==> src/rtl/slave_fsm_arbiter_pkg.sv <==
// Shared constants for the slave FSM arbiter: state encodings, time-out default, counter width.
// Pure declarations; no logic, no latency, no backpressure.
package slave_arb_pkg;

  localparam logic [1:0] IDLE    = 2'b00;
  localparam logic [1:0] START   = 2'b01;
  localparam logic [1:0] WAIT    = 2'b10;
  localparam logic [1:0] RECOVER = 2'b11;

  localparam int unsigned TIMEOUT_DEFAULT = 32'd50_000_000;
  localparam int          CNT_W           = 32;

endpackage

==> src/rtl/slave_fsm_arbiter_rr_picker.sv <==
// Combinational rotate-priority picker: scans upward from last_owner+1 with wrap-around.
// Zero latency; no backpressure, it only reports which pending request wins.
module rr_picker #(
  parameter int NUM_REQ = 4,
  parameter int IDX_W   = $clog2(NUM_REQ)
) (
  input  logic [NUM_REQ-1:0] req,
  input  logic [IDX_W-1:0]   last_owner,
  output logic               grant_valid,
  output logic [IDX_W-1:0]   grant_idx
);

  int               cand;
  logic [IDX_W-1:0] cand_idx;

  always_comb begin
    grant_valid = 1'b0;
    grant_idx   = '0;
    cand        = 0;
    cand_idx    = '0;
    // Offsets 1..NUM_REQ so the previous owner is considered last.
    for (int i = 1; i <= NUM_REQ; i++) begin
      cand     = (int'(last_owner) + i) % NUM_REQ;
      cand_idx = IDX_W'(cand);
      if (!grant_valid && req[cand_idx]) begin
        grant_valid = 1'b1;
        grant_idx   = cand_idx;
      end
    end
  end

endmodule

==> src/rtl/slave_fsm_arbiter.sv <==
// Round-robin share of one slave FSM: grant, start pulse, busy/done tracking, time-out; ack/err one cycle after completion/time-out.
// Backpressure: one transaction at a time; other requests wait in IDLE, and RECOVER holds off new grants until the slave drops busy.
module slave_fsm_arbiter
  import slave_arb_pkg::*;
#(
  parameter int          NUM_REQ        = 4,
  parameter int unsigned TIMEOUT_PERIOD = TIMEOUT_DEFAULT,
  parameter int          IDX_W          = $clog2(NUM_REQ)
) (
  input  logic               clk,
  input  logic               rst,
  input  logic [NUM_REQ-1:0] req,
  output logic [NUM_REQ-1:0] ack,
  output logic [NUM_REQ-1:0] err,
  output logic [IDX_W-1:0]   owner,
  output logic               busy,
  output logic [1:0]         state,
  output logic               slave_start,
  input  logic               slave_busy,
  input  logic               slave_done
);

  localparam logic [CNT_W-1:0] TO_LAST = CNT_W'(TIMEOUT_PERIOD - 1);

  logic [1:0]         next_state;
  logic [IDX_W-1:0]   last_owner;
  logic [CNT_W-1:0]   cnt;
  logic               seen_busy;
  logic               grant_valid;
  logic [IDX_W-1:0]   grant_idx;
  logic               complete;
  logic               timeout;
  logic [NUM_REQ-1:0] owner_oh;

  rr_picker #(
    .NUM_REQ (NUM_REQ),
    .IDX_W   (IDX_W)
  ) u_picker (
    .req         (req),
    .last_owner  (last_owner),
    .grant_valid (grant_valid),
    .grant_idx   (grant_idx)
  );

  // A done seen before busy is leftover from the previous job and must not complete this one.
  assign complete = (state == WAIT) && seen_busy && !slave_busy && slave_done;
  assign timeout  = (state == WAIT) && (cnt == TO_LAST) && !complete;
  assign owner_oh = NUM_REQ'(1) << owner;

  always_ff @(posedge clk) begin
    if (rst) state <= IDLE;
    else     state <= next_state;
  end

  always_comb begin
    next_state = state;
    case (state)
      IDLE:    if (grant_valid) next_state = START;
      START:   next_state = WAIT;
      WAIT: begin
        if (complete)     next_state = IDLE;
        else if (timeout) next_state = RECOVER;
      end
      RECOVER: if (!slave_busy) next_state = IDLE;
      default: next_state = IDLE;
    endcase
  end

  always_comb begin
    slave_start = (state == START);
    busy        = (state != IDLE);
  end

  always_ff @(posedge clk) begin
    if (rst) begin
      owner      <= '0;
      last_owner <= IDX_W'(NUM_REQ - 1);
      cnt        <= '0;
      seen_busy  <= 1'b0;
      ack        <= '0;
      err        <= '0;
    end else begin
      ack <= '0;
      err <= '0;
      case (state)
        IDLE: begin
          if (grant_valid) begin
            owner      <= grant_idx;
            last_owner <= grant_idx;
          end
        end
        START: begin
          cnt       <= '0;
          seen_busy <= 1'b0;
        end
        WAIT: begin
          if (cnt != '1) cnt <= cnt + CNT_W'(1);
          if (slave_busy) seen_busy <= 1'b1;
          if (complete)     ack <= owner_oh;
          else if (timeout) err <= owner_oh;
        end
        default: ;
      endcase
    end
  end

endmodule

==> config.mk <==
export PLATFORM = sky130hd
export DESIGN_NAME = slave_fsm_arbiter
export DESIGN_NICKNAME = d
export VERILOG_FILES = /design/src/rtl/slave_fsm_arbiter_pkg.sv /design/src/rtl/slave_fsm_arbiter_rr_picker.sv /design/src/rtl/slave_fsm_arbiter.sv
export SDC_FILE = /design/constraint.sdc
export NUM_CORES = 1
export LEC_CHECK = 0
export CAP_MARGIN = 20
export CORE_MARGIN = 5
export CORE_UTILIZATION = 55
export CTS_CLUSTER_DIAMETER = 150
export DETAILED_ROUTE_END_ITERATION = 6
export PLACE_DENSITY_LB_ADDON = 0.3
export SYNTH_ARGS = -nofsm -noshare
export SYNTH_HDL_FRONTEND = slang
export SYNTH_HIERARCHICAL = 1
export SYNTH_SLANG_ARGS = --single-unit
==> constraint.sdc <==
create_clock -name clk -period 2.6 [get_ports clk]
set_input_delay 0.52 -clock clk [delete_from_list [all_inputs] [get_ports clk]]
set_output_delay 0.52 -clock clk [all_outputs]
set_load 0.01 [all_outputs]
== After elaboration in Yosys (flattened, before gate mapping) ==
Cells that the tools add are included.
W data, S select, Z words.

* Bitwise gates (word level): 3
* Reduce and logical (&&, ||, !) cells: 22
* Magnitude comparators: 4
* Multiplexer cells: 25
* Eq/ne operators: 10
* Shifts and indexed selects: 1
* Add/subtract/negate cells: 5

{| class="wikitable"
|+ Operators with widths
! cell !! number
|-
| $pmux W32 S2 || 1
|-
| $add A32 B1 Y32 const B || 1
|-
| $eq A32 B26 Y1 const B || 1
|-
| $mux W32 || 1
|-
| $ne A32 B32 Y1 const B || 1
|-
| $mux W2 || 8
|-
| $lt A2 B3 Y1 const B || 4
|-
| $mux W1 || 9
|-
| $bmux W1 S2 || 4
|-
| $logic_and A1 B1 Y1 || 8
|-
| $pmux W2 S4 || 1
|-
| $ne A2 B2 Y1 const B || 3
|-
| $reduce_and A2 Y1 || 3
|-
| $logic_not A1 Y1 || 5
|-
| $add A2 B1 Y2 const B || 2
|-
| $add A2 B2 Y2 const B || 2
|-
| $eq A2 B2 Y1 const B || 2
|-
| $reduce_bool A2 Y1 || 2
|-
| $reduce_or A4 Y1 || 1
|-
| $shl A1 B2 Y4 const A || 1
|-
| $ne A3 B3 Y1 const B || 1
|-
| $not A1 Y1 || 3
|-
| $reduce_and A3 Y1 || 1
|-
| $reduce_or A3 Y1 || 1
|-
| other kinds (4) || 4
|}

* Register bits: 47
* Output and inout port bits: 14
* Logic and storage cells: 77
* Input port bits: 8

== Depth between registers and ports, before layout ==
* Word-level depth: 15
* Mapped depth: 8
* Gate-level depth less buffers: 6

== Modules after synthesis ==
The synthesis kept the hierarchy.

{| class="wikitable"
|+ Modules (own cells, without submodules)
! module !! area an instance (µm²) !! cells each !! seq. area each (µm²) !! times used
|-
| slave_fsm_arbiter || 2394.8 || 286 || 940.9 || 1
|-
| rr_picker || 91.3 || 14 || 0.0 || 1
|}

== Worst setup path after synthesis ==
No wires, ideal clock.

* Path type: register -> register
* Start point: register cnt[0]
* End point: register cnt[26]
* Data required time: 2478 ps
* Period minus slack after synthesis: 2132 ps
* Setup slack: 468 ps
* Buffers on the path: 1
* Arrival: 2010 ps
* Setup time: 122 ps
* Stages on the path, launching flop included: 8
* Cells stage by stage: dfxtp_1 ha_1 nand4_4 or3_1 buf_6 a2111oi_4 and3_2 o21ai_0

* Cells in the longest elaborated chain, start to end: 3
* Elaborated cells between the ends (all ways): 6
* Classes of those cells: 1 x add/sub; 2 x eq/ne; 2 x mux; 1 x reduce/logical

{| class="wikitable"
|+ RTL lines
! item !! line !! text
|-
| from (decl) || slave_fsm_arbiter.sv:27 || <nowiki>logic [CNT_W-1:0] cnt;</nowiki>
|-
| from (signal assigned) || slave_fsm_arbiter.sv:97 || <nowiki>if (cnt != '1) cnt <= cnt + CNT_W'(1);</nowiki>
|-
| $add A32 B1 Y32 / $ne A32 B32 Y1 (equally long branches) || slave_fsm_arbiter.sv:97 ||
|-
| $mux W32 / $ne A2 B1 Y1 (equally long branches) || -- ||
|-
| $pmux W32 S2 / $reduce_and A2 Y1 (equally long branches) || -- ||
|}

Several ways; a longest one is shown, not always the timed one. The select of a mux whose other input is x is not followed.
A chain may end at the register's enable or synchronous reset.

== Worst setup path in the final report ==
Ends and elaborated chain as after synthesis.

==> metrics <==
status=finished, final reports clean; DRT Pass-1 Iters=4; Detailed Route WL=6170 µm; growth of design area from synthesis to finish=15.0%; Core ar.=0.00438 mm²; post-synthesis async set-or-reset flop share=0; Synth Register Bits=47; # Post-CTS Setup Buffers=0; power share of the combinational group=0.149; commonest non-fill, non-tap cell in the layout=dfxtp_1; Die Wd=77.2 µm; count of cell types in the netlist=58; PortBufs=21; Num CTS Buffers=5; worst vdd ir=0.000288 V; H-tree levels=2; Layout Utilization=0.652; number of global-route vias before repair=2,144; CTS clk-pin slew, worst paths=0.09 ns; Worst Path Required=2.80 ns; max-cap viol count=0; Placer Congestion=0.938; Final Hold Viols=0; Slew Viols, Final=0; Sw Share=0.295; DR vias/cell=6.38; min-delay worst type=reg2reg; Post-CTS Resized=0; total congestion overflow=0; clock latency on the worst-skew pair=0.31 ns; post-synthesis sequential area ratio=0.378; CTS max path bufs=2; Reg area=941 µm²; Synth Area per Inst=8.29 µm²; Nets=335; most frequent cells in the layout=dfxtp_1, nor2_1, a21oi_1; Max-slew headroom=0.534; root buffer cell=clkbuf_8; Power Density=507 mW/mm²; area of the multi-input gates=0.00145 mm²; setup violators final=0; Worst EP arrival=2.59 ns; f_max=0.419 GHz; DRC viols=0; Post-synth top flop=dfxtp_1; Tcrit/Tclk final=0.918; total track usage=0.213; first-pass GRT wire length=10,500 µm; Worst-Margin Slew=0.692 ns; Die Span Y=77.2 µm; wire per inst=16.3 µm; initial drt markers=188; clock sink count=47; crit path max fanout=9; hpwl dp=4440 µm; CTS tree=done; sw power=0.000427 W; Die ar.=0.00596 mm²; setup TNS=0 ns; syn_nets=309; initial antenna violation count=0; RSZ-0062 raised after global routing=no; Post-synth EDFFs=0; internal power=0.00102 W; Post-Syn Area=0.00249 mm²; Final ANT Viol Nets=0; final clock skew=0.00628 ns; diode count=0; sequential share of power=0.532; layout cell share with drive strength beyond 1=0.113; Fill cells=378; clock period minus worst slack=2.39 ns; kind of critical path=reg2reg; routed via count=2,417; Syn Inst Count=300; Pleak=0.945 nW; I/O pin count=22; hold-fix buffers at CTS=0; clock power share=0.319; Startpoint Class=flip-flop; Worst setup EP type=flip-flop; YS warnings=6; initial core utilization=0.567; pin count of the biggest net entering global routing=25; Std-Cell Rows=24
-- cells in the mapped netlist (all sizes together) (3+ instances only) --
cell type,number,area share
a211oi,3,0.0091
a21oi,32,0.066
and3,4,0.011
buf,5,0.016
clkbuf,6,0.0091
dfxtp,47,0.38
inv,9,0.014
mux2i,3,0.012
nand2,28,0.042
nand2b,8,0.020
nand3,21,0.044
nand4,17,0.056
nor2,31,0.047
nor3,6,0.014
nor4,9,0.029
o2111ai,4,0.014
o211ai,4,0.012
o21ai,10,0.022
o41ai,3,0.011
or3,10,0.025
or4,6,0.021
xnor2,3,0.011
-- cell type report --
type | count | area share
multi-input cells | 233 | 0.507
flip-flops and latches | 47 | 0.329
repair buffers | 30 | 0.0971
clock buffers | 5 | 0.0241
well taps | 52 | 0.0227
inverters | 9 | 0.0118
clock inverters | 3 | 0.00831
-- final timing paths --
kind	end	cells after the start	startpoint	slack (ns)
worst min-delay path	cnt[1]	2	cnt[1]	0.52
worst max register to register	cnt[26]	6	cnt[0]	0.21
worst min register to register	cnt[1]	2	cnt[1]	0.52
worst max-delay path	cnt[26]	6	cnt[0]	0.21
-- state kept, by name, indices dropped and copies added, names as in the netlist --
register	count
cnt	32
ack	4
err	4
last_owner	2
owner	2
state	2
seen_busy	1
-- stage by stage --
step	power, W	setup WS, ns	cells	hold WS, ns	cell area [µm²]
floorplan	0.000909	0.468	300	0.478	2490
global placement	0.000995	0.355	371	0.487	2770
detailed placement	0.00100	0.244	371	0.506	2770
CTS	0.00145	0.238	379	0.520	2860
global route	0.00152	0.0246	379	0.562	2860
finish	0.00145	0.213	379	0.524	2860
-- worst max-delay path: stages, from the launching register on --
cell and delay (ns):
dfxtp_1 0.40, ha_1 0.23, nand4_4 0.17, or3_1 0.53
a2111oi_4 0.60, and3_2 0.26, o21ai_0 0.08
-- layer usage --
layer / vias to the layer above / GRT usage / part of all wire
li1: 1178 / - / -
met1: 1164 / 0.313 / 0.48
met2: 62 / 0.304 / 0.45
met3: 13 / 0.0457 / 0.048
met4: 0 / 0.0739 / 0.021
met5: - / 0 / 0
-- power groups by stage --
stage / Clock, W / Combinational, W / Sequential, W
floorplan: 0 / 0.000129 / 0.000780
global placement: 0 / 0.000210 / 0.000785
detailed placement: 0 / 0.000214 / 0.000786
CTS: 0.000469 / 0.000215 / 0.000770
global route: 0.000503 / 0.000238 / 0.000775
finish: 0.000463 / 0.000216 / 0.000771
-- kinds of logic (layout without fill, tap and decap cells) --
group	Yosys count	in the layout	share of synthesized area
compound gates	69	69	0.189
xor+xnor	5	5	0.0176
fa+ha+maj	1	1	0.00503
buf+inv	20	47	0.0382
flops	47	47	0.378
mux	5	5	0.0211
simple gates	153	153	0.350
No activity file was read; power rests on OpenSTA's default activity.
==> variant (same flow settings) <==
Register the output `err` once more, cleared by the reset; this adds one clock of latency there. The other outputs are not delayed to match. Comments in the files are not updated.
--- a/src/rtl/slave_fsm_arbiter.sv
+++ b/src/rtl/slave_fsm_arbiter.sv
@@ -21,6 +21,8 @@
 );
 
   localparam logic [CNT_W-1:0] TO_LAST = CNT_W'(TIMEOUT_PERIOD - 1);
+
+  logic [NUM_REQ-1:0] err_s0;
 
   logic [1:0]         next_state;
   logic [IDX_W-1:0]   last_owner;
@@ -78,10 +80,10 @@
       cnt        <= '0;
       seen_busy  <= 1'b0;
       ack        <= '0;
-      err        <= '0;
+      err_s0     <= '0;
     end else begin
       ack <= '0;
-      err <= '0;
+      err_s0 <= '0;
       case (state)
         IDLE: begin
           if (grant_valid) begin
@@ -97,12 +99,20 @@
           if (cnt != '1) cnt <= cnt + CNT_W'(1);
           if (slave_busy) seen_busy <= 1'b1;
           if (complete)     ack <= owner_oh;
-          else if (timeout) err <= owner_oh;
+          else if (timeout) err_s0 <= owner_oh;
         end
         default: ;
       endcase
     end
   end
 
+  always_ff @(posedge clk) begin
+    if (rst) begin
+      err <= '0;
+    end else begin
+      err <= err_s0;
+    end
+  end
+
 endmodule
 
Formal check against the unedited RTL: same outputs for any inputs over 10 cycles, from zero or initial values and one cycle with rst high; that may be too few to reach the edited logic, so the function may still have changed.
==> variant against the unedited design <==
Clock power up 3%. Highest routed layer unchanged. Count of clock-buffer cells in the layout up 1. Hold slack worse by 78 ps. Synthesized area up 1.0%. Sequential cell count up 4. Routed wire length down 9.0%. Sequential power up 7.0%. Die area up 0.88%. Final area down 0.35%. Largest power group unchanged. Total power up 2.2%. Worst setup slack better by 210 ps.
==> variant: results (changes against the unedited design) <==
min-delay worst type flip-flop to flip-flop; Synth top cells by count 51 x dfxtp_1, 36 x nand2_1, 23 x a21oi_1, 23 x nor2_1, 17 x nand3_1; placed instance count 368 (-0.81%); # diodes 0 (unchanged); vias in the first global route 2165 (+0.98%); clock network latency to the later pin of the worst-skew pair 310 ps (about the same); Worst Path Arrival 1660 ps (-930 ps); hold_buf cts 0 (unchanged); layout cells sized above 1 0.0772 (-0.0360); largest net degree at the start of global routing 30 (+20%); slowest CP cell clkdlybuf4s50_1; IR Drop Worst-Case VDD 394 µV (+37%); Setup Skew 9.55 ps (+3.27 ps); dpl hpwl 4.04 mm (-8.9%); largest incremental delay on the critical path 480 ps (-120 ps); antenna violation net count after detailed routing 0 (unchanged); Synth Area in XOR/XNOR 0.0105 (-0.00715); sequential area share after synthesis 0.407 (+0.0281); cell count after synthesis 305 (+1.7%); NumNets Final 332 (-0.90%); synth warn 6 (unchanged); max reg flops 32 (unchanged); DRT iter0 DRCs 123 (-35%); maximum clock path buffer count 2 (unchanged); Filler cells 384 (+1.6%); Tot GR Track Use 0.191 (-0.0219); Num CTS Buffers 5 (unchanged); via/cell ratio 6.28 (-1.5%); global-route wire length before repair 9.60 mm (-8.3%); status finished, final reports clean; GPL Wtd Cong 0.897 (-4.3%); top cells by area, synth dfxtp_1 41%, nand2_1 5.4%, a21oi_1 4.6%; Post-Layout Cell Count 376 (-0.79%); Synth Area in Adders 0.00498 (-0.0000502); largest reg by FF count cnt; Compound-Gate Fraction of Synth Area 0.172 (-0.0173); FFs w/ async S/R, synth 0 (unchanged); critical path fanouts, max 7 (-2); initial antenna violation count 0 (unchanged); measured slew at the worst slew-check pin 568 ps (-124 ps); synth unique cells 47 (-19%); detailed-route wire length per cell 14.9 µm (-8.3%); clock slew at reported path FFs 90 ps (about the same); Leak 0.969 nW (+2.5%); First-pass DRT Iterations 4 (unchanged); mux cell area share after synthesis 0.0289 (+0.00776); Setup Buffers After CTS 0 (unchanged)
-- variant: per-stage QoR --
step                       util  power, mW  area, µm²  setup WS [ps]
after global routing      0.650       1.55       2850            269
after global placement    0.628       1.02       2750            577
after floorplan               -      0.943       2510            732
after detailed placement  0.628       1.02       2750            519
final                     0.650       1.48       2850            425
after CTS                 0.650       1.49       2850            414
-- variant: layout make-up --
type                    instances  share of cell area
flip-flops and latches         51               0.358
repair buffers                 28              0.0922
clock inverters                 2             0.00571
well taps                      52              0.0228
clock buffers                   6              0.0290
inverters                       8              0.0105
multi-input cells             229               0.482
-- variant: path summary, 6_finish.rpt --
check	start	endpoint	cells after the start	slack (ps)
setup / recovery	state[1]	busy	4	420
hold / removal	err_s0[0]	err[0]	1	450
setup reg to reg	cnt[0]	cnt[10]	6	450
hold reg to reg	err_s0[0]	err[0]	1	450
-- variant: power by group --
group | total (mW) | switching, mW | internal (mW)
Clock | 0.476 | 0.259 | 0.217
Sequential | 0.825 | 0.0274 | 0.797
Combinational | 0.180 | 0.0984 | 0.0813
-- variant: kinds of logic after synthesis --
| kind of cell | after synthesis |
|---|---|
| flops | 51 |
| fa+ha+maj | 1 |
| xor+xnor | 3 |
| simple gates | 154 |
| mux | 7 |
| buf+inv | 25 |
| compound gates | 64 |
-- variant: metal layers --
metal  vias up  part of all wire  GRT usage
li1       1165                 -          -
met1      1106              0.45      0.238
met2        82              0.47      0.315
met3         9             0.068     0.0509
met4         0             0.015     0.0722
met5         -                 0          0
-- variant: worst max-delay path, delay by kind of cell, from the launching register on --
| kind | cells | cell delay [ps] |
|---|---|---|
| AND/OR/NAND/NOR | 1 | 230 |
| flip-flops | 1 | 380 |
| buffers and inverters | 3 | 730 |
